<file path="src/rtl/axis_word_uart_tx.sv">
// AXI-Stream 32-bit word to 8N1 UART transmitter. Enabled byte lanes are sent
// lowest lane first, back-to-back, with a one-cycle DONE state per word.
module axis_word_uart_tx #(
  parameter int clks_per_bit_p = 216,
  parameter int data_width_p   = 32,
  parameter int keep_width_p   = 4
) (
  input  logic                    clk_i,
  input  logic                    reset_i,
  input  logic [data_width_p-1:0] s_axis_tdata_i,
  input  logic [keep_width_p-1:0] s_axis_tkeep_i,
  input  logic                    s_axis_tvalid_i,
  output logic                    s_axis_tready_o,
  input  logic                    s_axis_tlast_i,
  output logic                    tx_serial_o,
  output logic                    busy_o,
  output logic                    frame_done_o
);

  localparam int baud_w_lp = (clks_per_bit_p > 1) ? $clog2(clks_per_bit_p) : 1;
  localparam int lane_w_lp = $clog2(keep_width_p);
  localparam logic [baud_w_lp-1:0] baud_max_lp = baud_w_lp'(clks_per_bit_p - 1);

  typedef enum logic [2:0] {IDLE, START, DATA, STOP, DONE} state_e;

  state_e                  state_r;
  logic [data_width_p-1:0] word_r;
  logic [keep_width_p-1:0] mask_r;
  logic [keep_width_p-1:0] mask_next;
  logic                    last_r;
  logic [lane_w_lp-1:0]    lane_r;
  logic [2:0]              bit_idx_r;
  logic [baud_w_lp-1:0]    baud_r;
  logic                    tx_r;
  logic                    frame_done_r;
  logic [7:0]              cur_byte;

  // Priority encoder: lowest enabled lane wins.
  function automatic logic [lane_w_lp-1:0] lowest_lane(input logic [keep_width_p-1:0] m);
    lowest_lane = '0;
    for (int i = keep_width_p - 1; i >= 0; i--) begin
      if (m[i]) lowest_lane = lane_w_lp'(i);
    end
  endfunction

  assign cur_byte = word_r[{lane_r, 3'b000} +: 8];

  always_comb begin
    mask_next         = mask_r;
    mask_next[lane_r] = 1'b0;
  end

  always_ff @(posedge clk_i) begin
    if (reset_i) begin
      state_r      <= IDLE;
      word_r       <= '0;
      mask_r       <= '0;
      last_r       <= 1'b0;
      lane_r       <= '0;
      bit_idx_r    <= '0;
      baud_r       <= '0;
      tx_r         <= 1'b1;
      frame_done_r <= 1'b0;
    end else begin
      frame_done_r <= 1'b0;
      case (state_r)
        IDLE: begin
          if (s_axis_tvalid_i) begin
            word_r    <= s_axis_tdata_i;
            mask_r    <= s_axis_tkeep_i;
            last_r    <= s_axis_tlast_i;
            bit_idx_r <= '0;
            baud_r    <= baud_max_lp;
            if (|s_axis_tkeep_i) begin
              state_r <= START;
              lane_r  <= lowest_lane(s_axis_tkeep_i);
              tx_r    <= 1'b0;
            end else begin
              state_r      <= DONE;
              frame_done_r <= s_axis_tlast_i;
            end
          end
        end
        START: begin
          if (baud_r == '0) begin
            state_r   <= DATA;
            baud_r    <= baud_max_lp;
            bit_idx_r <= '0;
            tx_r      <= cur_byte[0];
          end else begin
            baud_r <= baud_r - baud_w_lp'(1);
          end
        end
        DATA: begin
          if (baud_r == '0) begin
            baud_r <= baud_max_lp;
            if (bit_idx_r == 3'd7) begin
              state_r <= STOP;
              tx_r    <= 1'b1;
            end else begin
              bit_idx_r <= bit_idx_r + 3'd1;
              tx_r      <= cur_byte[bit_idx_r + 3'd1];
            end
          end else begin
            baud_r <= baud_r - baud_w_lp'(1);
          end
        end
        STOP: begin
          // Retire the finished lane and chain straight into the next one.
          if (baud_r == '0) begin
            mask_r <= mask_next;
            baud_r <= baud_max_lp;
            if (|mask_next) begin
              state_r <= START;
              lane_r  <= lowest_lane(mask_next);
              tx_r    <= 1'b0;
            end else begin
              state_r      <= DONE;
              frame_done_r <= last_r;
            end
          end else begin
            baud_r <= baud_r - baud_w_lp'(1);
          end
        end
        DONE: begin
          state_r <= IDLE;
        end
        default: begin
          state_r <= IDLE;
        end
      endcase
    end
  end

  assign tx_serial_o     = tx_r;
  assign s_axis_tready_o = (state_r == IDLE);
  assign busy_o          = (state_r != IDLE);
  assign frame_done_o    = frame_done_r;

endmodule
</file>
<file path="config.mk">
export PLATFORM = sky130hd
export DESIGN_NAME = axis_word_uart_tx
export DESIGN_NICKNAME = d
export VERILOG_FILES = /design/src/rtl/axis_word_uart_tx.sv
export SDC_FILE = /design/constraint.sdc
export NUM_CORES = 1
export LEC_CHECK = 0
export BUFFER_PORTS_ARGS = -buffer_cell sky130_fd_sc_hd__buf_2
export CORE_MARGIN = 8
export CORE_UTILIZATION = 60
export CTS_CLUSTER_DIAMETER = 80
export DETAILED_ROUTE_END_ITERATION = 7
export GPL_ROUTABILITY_DRIVEN = 0
export HOLD_SLACK_MARGIN = 0.06
export PLACE_DENSITY = 0.82
export SLEW_MARGIN = 20
export SYNTH_ARGS = -nofsm -noshare
export SYNTH_HDL_FRONTEND = slang
export SYNTH_SLANG_ARGS = --single-unit
</file>
<file path="constraint.sdc">
create_clock -name clk_i -period 5.3 [get_ports clk_i]
set_input_delay 0.795 -clock clk_i [delete_from_list [all_inputs] [get_ports clk_i]]
set_output_delay 0.795 -clock clk_i [all_outputs]
set_load 0.005 [all_outputs]
</file>
Word level (Yosys, flattened, before mapping) --
Index checks and enable logic that the tools add are counted.
Storage, ports and cells: logic and storage cells 96, register bits after elaboration 55, output and inout bits 4
Cells by class: equal/unequal tests 12, $add $sub $neg 2, order comparisons 3, bitwise logic cells 2, reduce and logical (&&, ||, !) cells 18, shifts and indexed selects 1, muxes and demuxes 49
Operator list (number):
- 2-to-1 mux 3 bit | 11
- indexed part select 32 x 6 -> 8 bit | 1
- 2-to-1 mux 2 bit | 12
- 2-to-1 mux 8 bit | 2
- one-hot mux 8 bit (2 select lines) | 1
- AND reduction 5 bit | 3
- inequality test 2 bit (second input constant) | 7
- 2-to-1 mux 1 bit | 13
- one-hot mux 3 bit (4 select lines) | 1
- one-hot mux 3 bit (3 select lines) | 1
- zero test 8 bit | 1
- 2-to-1 mux 4 bit | 2
- one-hot mux 4 bit (2 select lines) | 1
- OR reduction 4 bit | 2
- subtractor 8 x 1 -> 8 bit (second input constant) | 1
- AND reduction 7 bit | 1
- == test 3 x 2 -> 1 bit (second input constant) | 2
- nonzero test 3 bit | 2
- AND 4 bit | 1
- < comparator 3 x 4 -> 1 bit (second input constant) | 1
- inverter 4 bit | 1
- one-hot mux 1 bit (4 select lines) | 1
- one-hot mux 2 bit (2 select lines) | 1
- AND reduction 2 bit | 2
- 15 further kinds | 16

Logic depth before layout (Yosys ltp) --
Gate-level depths: netlist of the first run.
word-level depth 13, depth in mapped cells 7

Least setup slack after synthesis of the first run --
No wires, ideal clock.
path kind input -> register, from input port s_axis_tvalid_i, to register baud_r[6], data required time 5.166 ns, stages 5, setup time 0.134 ns, arrival 1.714 ns, setup slack 3.451 ns, cells stage by stage nor3_1 -> or4b_1 -> nor4_2 -> xnor2_1 -> a21oi_1
Between the ends: longest elaborated chain between the ends 2
RTL lines:
- start, declared | RTL line 12 | input logic s_axis_tvalid_i,
- inequality test 2 bit (no source line)
- AND reduction 2 bit (no source line)
- end signal, assigned | RTL line 73 | baud_r <= baud_max_lp;
- end signal, assigned | RTL line 87 | baud_r <= baud_max_lp;
- end signal, assigned | RTL line 91 | baud_r <= baud_r - baud_w_lp'(1);
- end, declared | RTL line 33 | logic [baud_w_lp-1:0] baud_r;
Every way passes these cells. A chain may end at the register's enable or synchronous reset.

Worst setup path after layout of the first run --
from register state_r[2], to output port s_axis_tready_o
Between the ends: longest elaborated chain between the ends 1
RTL lines:
- start, declared | RTL line 26 | state_e state_r;
- start signal, assigned | RTL line 55 | state_r <= IDLE;
- start signal, assigned | RTL line 75 | state_r <= START;
- start signal, assigned | RTL line 79 | state_r <= DONE;
- zero test 3 bit | RTL line 136 | assign s_axis_tready_o = (state_r == IDLE);
- end, declared | RTL line 13 | output logic s_axis_tready_o,
Every way passes these cells.

==> flow_metrics.py, run 1 <==
metrics = {
    "worst_setup_path": {
        "cp_data_required_time_ns": 4.51,
        "cp.arrival_ns": 1.52,
        "r2r_start": "lane_r[0]",
        "crit_end": "s_axis_tready_o",
        "critPathLaunch": "state_r[2]",
        "cp-end-kind": "output port",
        "rr_endpoint": "tx_serial_o",
        "crit_type": "flip-flop to output port",
        "path_max_fanout": 19,
        "ff2ff_path_depth": 4,
        "reg2reg_slack_ns": 3.12,
        "cp-start-kind": "flip-flop",
    },
    "cells_and_area": {
        "final_common_cell": "nand2_1",
        "drive_gt1_share_pct": 20.7,
        "antenna_cells": 0,
        "regArea_um2": 1100,
        "fill_cells": 362,
        "area_growth_pct": 10.1,
        "finalNonFillerCells": 410,
        "final_net_count": 402,
        "multiInputGateArea_um2": 1530,
        "final_cell_mix": "nand2_1, dfxtp_1, a21oi_1",
    },
    "power_and_ir_drop": {
        "switching_share_pct": 31.9,
        "total_power_mw": 1.00,
        "pwr-share-clk_pct": 23.1,
        "p_sw_mw": 0.320,
        "power.leakage_nw": 1.16,
        "p_int_mw": 0.683,
        "irDropWorstVdd_mv": 0.273,
        "cellPowerDensity_nw_per_um2": 330,
        "comb_power_share_pct": 25.4,
        "pwr-share-seq_pct": 51.5,
    },
    "run": {
        "cap_violations": 0,
    },
    "floorplanning": {
        "fp.coreArea_um2": 4380,
        "die_y_um": 83.9,
        "placementRows": 24,
        "initial_core_util_pct": 63.0,
        "die_area_um2": 7030,
        "die_w_um": 83.9,
        "io_pins": 44,
    },
    "timing": {
        "setup_viol": 0,
        "maxSlewHeadroom_pct": 32.9,
        "finalHoldViolCount": 0,
        "period_share_pct": 43.7,
        "skew_ns": 0.0106,
        "fin_setup_tns_ns": 0,
        "finalCriticalPeriod_ns": 2.32,
        "fmax_mhz": 431,
        "worst_slew_pin_slew_ns": 1.01,
        "rsz0062_at_grt": "no",
        "maxSlewViolCount": 0,
    },
    "route": {
        "ant_nets": 0,
        "wl_um": 5870,
        "drt-vias-per-instance": 5.79,
        "first_pass_iters": 4,
        "drcViolationCount": 0,
        "first_iter_violations": 109,
        "vias": 2373,
        "wl_per_cell_um": 14.3,
    },
    "yosys": {
        "synth_seq_area_share_pct": 39.9,
        "ys_types": 57,
        "synth-edff-count": 0,
        "ys_ff_latch": 55,
        "syn_nets": 373,
        "avgSynthCellArea_um2": 8.40,
        "syn_area_um2": 2760,
        "synth_ff_type": "dfxtp_1",
        "synth_cells": 329,
        "yosysWarnings": 0,
        "postSynth.asyncResetShare_pct": 0,
    },
    "clock_tree": {
        "root_buffer": "clkbuf_8",
        "post_cts_buffers": 0,
        "clock_sinks": 55,
        "htreeDepth": 2,
        "cts-hold-fix-buffers": 0,
        "cts_buffers": 5,
        "cts_tree": "yes",
        "clk_pin_slew_ns": 0.09,
        "postCtsResizedCells": 0,
        "clock_latency_ns": 0.31,
        "cts_buffer_depth": 2,
    },
    "worst_hold_path": {
        "hold_class": "flip-flop to flip-flop",
    },
    "global_routing": {
        "grt_max_degree": 57,
        "antenna_found_initial": 0,
        "globalRouteOverflowTotal": 0,
        "grt_pass1_vias": 2347,
        "track_usage_pct": 16.8,
        "grt_pass1_wl_um": 10100,
    },
    "run_status": {
        "status": "complete, no violations",
    },
    "placement": {
        "port_buffers": 43,
        "place_inst": 403,
        "dp.final_hpwl_um": 4210,
    },
}
per-stage QoR:
stage	area [um2]	setup WS (ns)	hold WS, ns	utilization [%]
floorplan	2760	3.45	0.432	-
global placement	2950	3.02	0.441	67.4
detailed placement	2950	2.98	0.445	67.4
CTS	3040	3.00	0.459	69.4
global route	3040	2.91	0.480	69.4
finish	3040	2.98	0.459	69.4
synth_stat cells (all sizes together) (2+ instances only):
master	instances	area [um2]
mux2	2	22.5
a31oi	3	18.8
buf	12	68.8
o21ai	6	30.0
nand4	2	12.5
nor3b	4	35.0
or3	3	23.8
dfxtp	55	1100
mux4	9	203
a211oi	5	50.1
mux2i	2	20.0
clkbuf	11	41.3
ha	4	50.1
xnor2	5	43.8
nor2	14	60.1
nor2b	2	12.5
and2	2	12.5
nor4	7	65.1
nand3	5	25.0
inv	5	18.8
nand2	80	303
xor2	2	17.5
nor4b	2	17.5
nand3b	3	22.5
a21oi	52	260
nor3	11	55.1
nand2b	2	12.5
a311oi	2	17.5
critical path, cell delays in order, from the launching register on:
cell      delay, ns
dfxtp_1        0.75
or3_4          0.28
clkinv_4       0.06
buf_2          0.12
power by group through the flow:
stage | Sequential, mW | Combinational [mW] | Clock, mW
floorplan | 0.494 | 0.224 | 0
global placement | 0.525 | 0.248 | 0
detailed placement | 0.526 | 0.255 | 0
CTS | 0.517 | 0.257 | 0.236
global route | 0.525 | 0.286 | 0.253
finish | 0.516 | 0.255 | 0.231
state kept, by name, summed over array words and instances (netlist names):
| register | count |
|---|---|
| mask_r | 4 |
| state_r | 3 |
| lane_r | 2 |
| baud_r | 8 |
| tx_serial_o | 1 |
| bit_idx_r | 3 |
| last_r | 1 |
| frame_done_o | 1 |
| word_r | 32 |
per-layer routing:
layer / vias to the layer above / track usage, % / wire, um
met5: - / 0 / 0
met4: 0 / 6.12 / 63
met3: 4 / 3.91 / 243
met2: 51 / 28.1 / 2810
met1: 1099 / 20.4 / 2750
li1: 1219 / - / -
area by class of cell:
cell class	count	area share, %
timing repair buffer	45	7.57
clock buffer	6	2.71
inverter	6	0.905
tap	52	2.14
multi-input combinational	245	50.3
clock inverter	1	0.165
sequential	55	36.2
cell families after synthesis:
family / count (synthesis) / synth area share [%]
and+or+nand+nor: 141 / 25.0
adders and majority gates: 4 / 1.81
buffers and inverters: 29 / 4.98
muxes: 13 / 8.88
AOI/OAI and AO/OA: 80 / 17.3
DFF: 55 / 39.9
xor gates and xnor gates: 7 / 2.22
how the worst min path moves through the flow:
stage | from | end | slack (ns) | depth (start not counted)
after floorplan | last_r | last_r | 0.43 | 2
after global placement | word_r[30] | word_r[30] | 0.44 | 2
after CTS | last_r | last_r | 0.46 | 2
final | word_r[30] | word_r[30] | 0.46 | 2
after detailed placement | last_r | last_r | 0.45 | 2
after global routing | last_r | last_r | 0.48 | 2
(Power assumes the default switching activity.)
==> run 2, diff against run 1 <==
CORE_UTILIZATION = 51   (was 60)
PLACE_DENSITY = 0.74   (was 0.82)
clock period = 2 ns   (was 5.3 ns; I/O delays follow)
==> run 2 against run 1 <==
  * Cell area is 6.3% higher
  * Clock skew is 0.0010 ns lower
  * Setup slack got worse by 2.8 ns
  * Total power grew to 3.0 times the previous value
  * Via count is 3.7% higher
  * Sequential share of layout area fell by 2.1 points
  * Register-to-register slack worse by 3.0 ns
  * Sequential cell count stayed put
  * Worst hold slack got worse by 0.24 ns
  * Cell count grew 8.8%
  * Largest cell class unchanged
  * Highest routed layer unchanged
==> flow_metrics.py, run 2 (synthesis gave the netlist of run 1 again) <==
metrics = {
    "worst_setup_path": {
        "r2r_start": "lane_r[0]",
        "crit_type": "flip-flop to flip-flop",
        "ff2ff_path_depth": 6,
        "path_max_fanout": 10,
        "cp-start-kind": "flip-flop",
        "cp.arrival_ns": 2.04,
        "cp-end-kind": "flip-flop",
        "cp_data_required_time_ns": 2.20,
        "critPathLaunch": "lane_r[0]",
        "reg2reg_slack_ns": 0.16,
        "rr_endpoint": "lane_r[0]",
    },
    "clock_tree": {
        "clock_sinks": 55,
        "cts_buffer_depth": 2,
        "clock_latency_ns": 0.31,
        "cts_tree": "yes",
        "clk_pin_slew_ns": 0.10,
        "cts_buffers": 5,
        "root_buffer": "clkbuf_8",
        "htreeDepth": 2,
        "cts-hold-fix-buffers": 0,
    },
    "worst_hold_path": {
        "hp-start": "s_axis_tdata_i[31]",
        "whs_path_depth": 3,
        "hold_class": "primary input to flip-flop",
        "holdPathEnd": "word_r[31]",
    },
    "timing": {
        "period_share_pct": 92.2,
        "fmax_mhz": 542,
        "skew_ns": 0.00956,
        "hold_ws_ns": 0.215,
        "finalCriticalPeriod_ns": 1.84,
        "worst_slack_ns": 0.156,
        "maxSlewViolCount": 0,
        "worst_slew_pin_slew_ns": 0.571,
        "rsz0062_at_grt": "no",
        "maxSlewHeadroom_pct": 61.9,
        "setup_viol": 0,
        "finalHoldViolCount": 0,
    },
    "floorplanning": {
        "die_w_um": 89.6,
        "die_area_um2": 8030,
        "die_y_um": 89.6,
        "io_pins": 44,
        "initial_core_util_pct": 51.4,
        "placementRows": 27,
        "fp.coreArea_um2": 5370,
    },
    "cells_and_area": {
        "regMostFlops": "word_r",
        "final_net_count": 417,
        "area_growth_pct": 17.1,
        "finish.utilization_pct": 60.2,
        "final_common_cell": "nand2_1",
        "drive_gt1_share_pct": 24.6,
        "largest_reg_flops": 32,
        "antenna_cells": 0,
        "final_cell_mix": "nand2_1, dfxtp_1, a21oi_1",
        "finalNonFillerCells": 446,
        "reg.largest.list": "word_r x32, baud_r x8, mask_r x4",
    },
    "global_routing": {
        "globalRouteOverflowTotal": 0,
        "antenna_found_initial": 0,
        "track_usage_pct": 17.2,
        "grt_pass1_vias": 2380,
        "grt_max_degree": 34,
        "grt_pass1_wl_um": 10800,
    },
    "run": {
        "cap_violations": 0,
    },
    "power_and_ir_drop": {
        "comb_power_share_pct": 25.8,
        "irDropWorstVdd_mv": 0.507,
        "pwr-share-seq_pct": 45.2,
        "p_sw_mw": 0.893,
        "power.leakage_nw": 1.26,
        "cellPowerDensity_nw_per_um2": 922,
        "p_int_mw": 2.09,
        "switching_share_pct": 29.9,
        "total_power_mw": 2.98,
        "pwr-share-clk_pct": 29.0,
    },
    "route": {
        "ant_nets": 0,
        "m1WireLength_um": 2910,
        "wl_per_cell_um": 14.0,
        "vias": 2460,
        "wl_um": 6250,
        "met3_length_um": 326,
        "drcViolationCount": 0,
        "drt-vias-per-instance": 5.52,
        "wl_met2_um": 2960,
        "first_iter_violations": 110,
        "first_pass_iters": 4,
        "top_layer": "met4",
    },
    "run_status": {
        "status": "complete, no violations",
    },
    "placement": {
        "port_buffers": 43,
        "place_inst": 438,
        "dp.final_hpwl_um": 4640,
        "pre_cts_ws_ns": -0.00787,
    },
}
## run 2: layout make-up
class                   instances  area [um2]
fillers                       498        2140
multi-input cells             245        1540
flip-flops and latches         55        1100
repair buffers                 60         343
well taps                      72        90.1
clock buffers                   5        68.8
clock inverters                 3        67.6
inverters                       6        27.5
## run 2: power groups by stage
stage	registers [mW]	clock network, mW	logic, mW
finish	1.35	0.865	0.770
global route	1.37	0.926	0.859
CTS	1.35	0.892	0.770
detailed placement	1.37	0	0.765
global placement	1.37	0	0.748
floorplan	1.31	0	0.593
## run 2: timing repair
action / 4_1_cts / 5_1_grt
setup endpoints to repair: 2 / 5
hold endpoints to repair: 0 / 0
gates resized for setup: 1 / 2
setup buffers: 0 / 0
## run 2: critical path: stages, from the launching register on
cell       delay [ns]
dfxtp_2          0.50
buf_4            0.23
mux2i_1          0.09
o2bb2ai_1        0.19
a21oi_1          0.30
a21oi_1          0.11
a311oi_1         0.32
## run 2: how the worst max path moves through the flow
stage,to,cells past startpoint
6_report,lane_r[0],6
5_1_grt,tx_serial_o,7
4_1_cts,lane_r[1],7
3_5_place_dp,tx_serial_o,4
3_3_place_gp,tx_serial_o,4
2_1_floorplan,lane_r[1],7
## run 2: per-layer routing
metal	global-route usage (%)	vias up
met2	28.1	58
met1	21.8	1143
li1	-	1255
met4	5.44	0
met3	4.00	4
met5	0	-
## run 2: stage by stage
| step | cell area [um2] | TNS [ns] |
|---|---|---|
| final | 3230 | 0 |
| after global placement | 3090 | 0 |
| after detailed placement | 3090 | -0.00787 |
| after global routing | 3230 | 0 |
| after CTS | 3230 | 0 |
| after floorplan | 2760 | 0 |
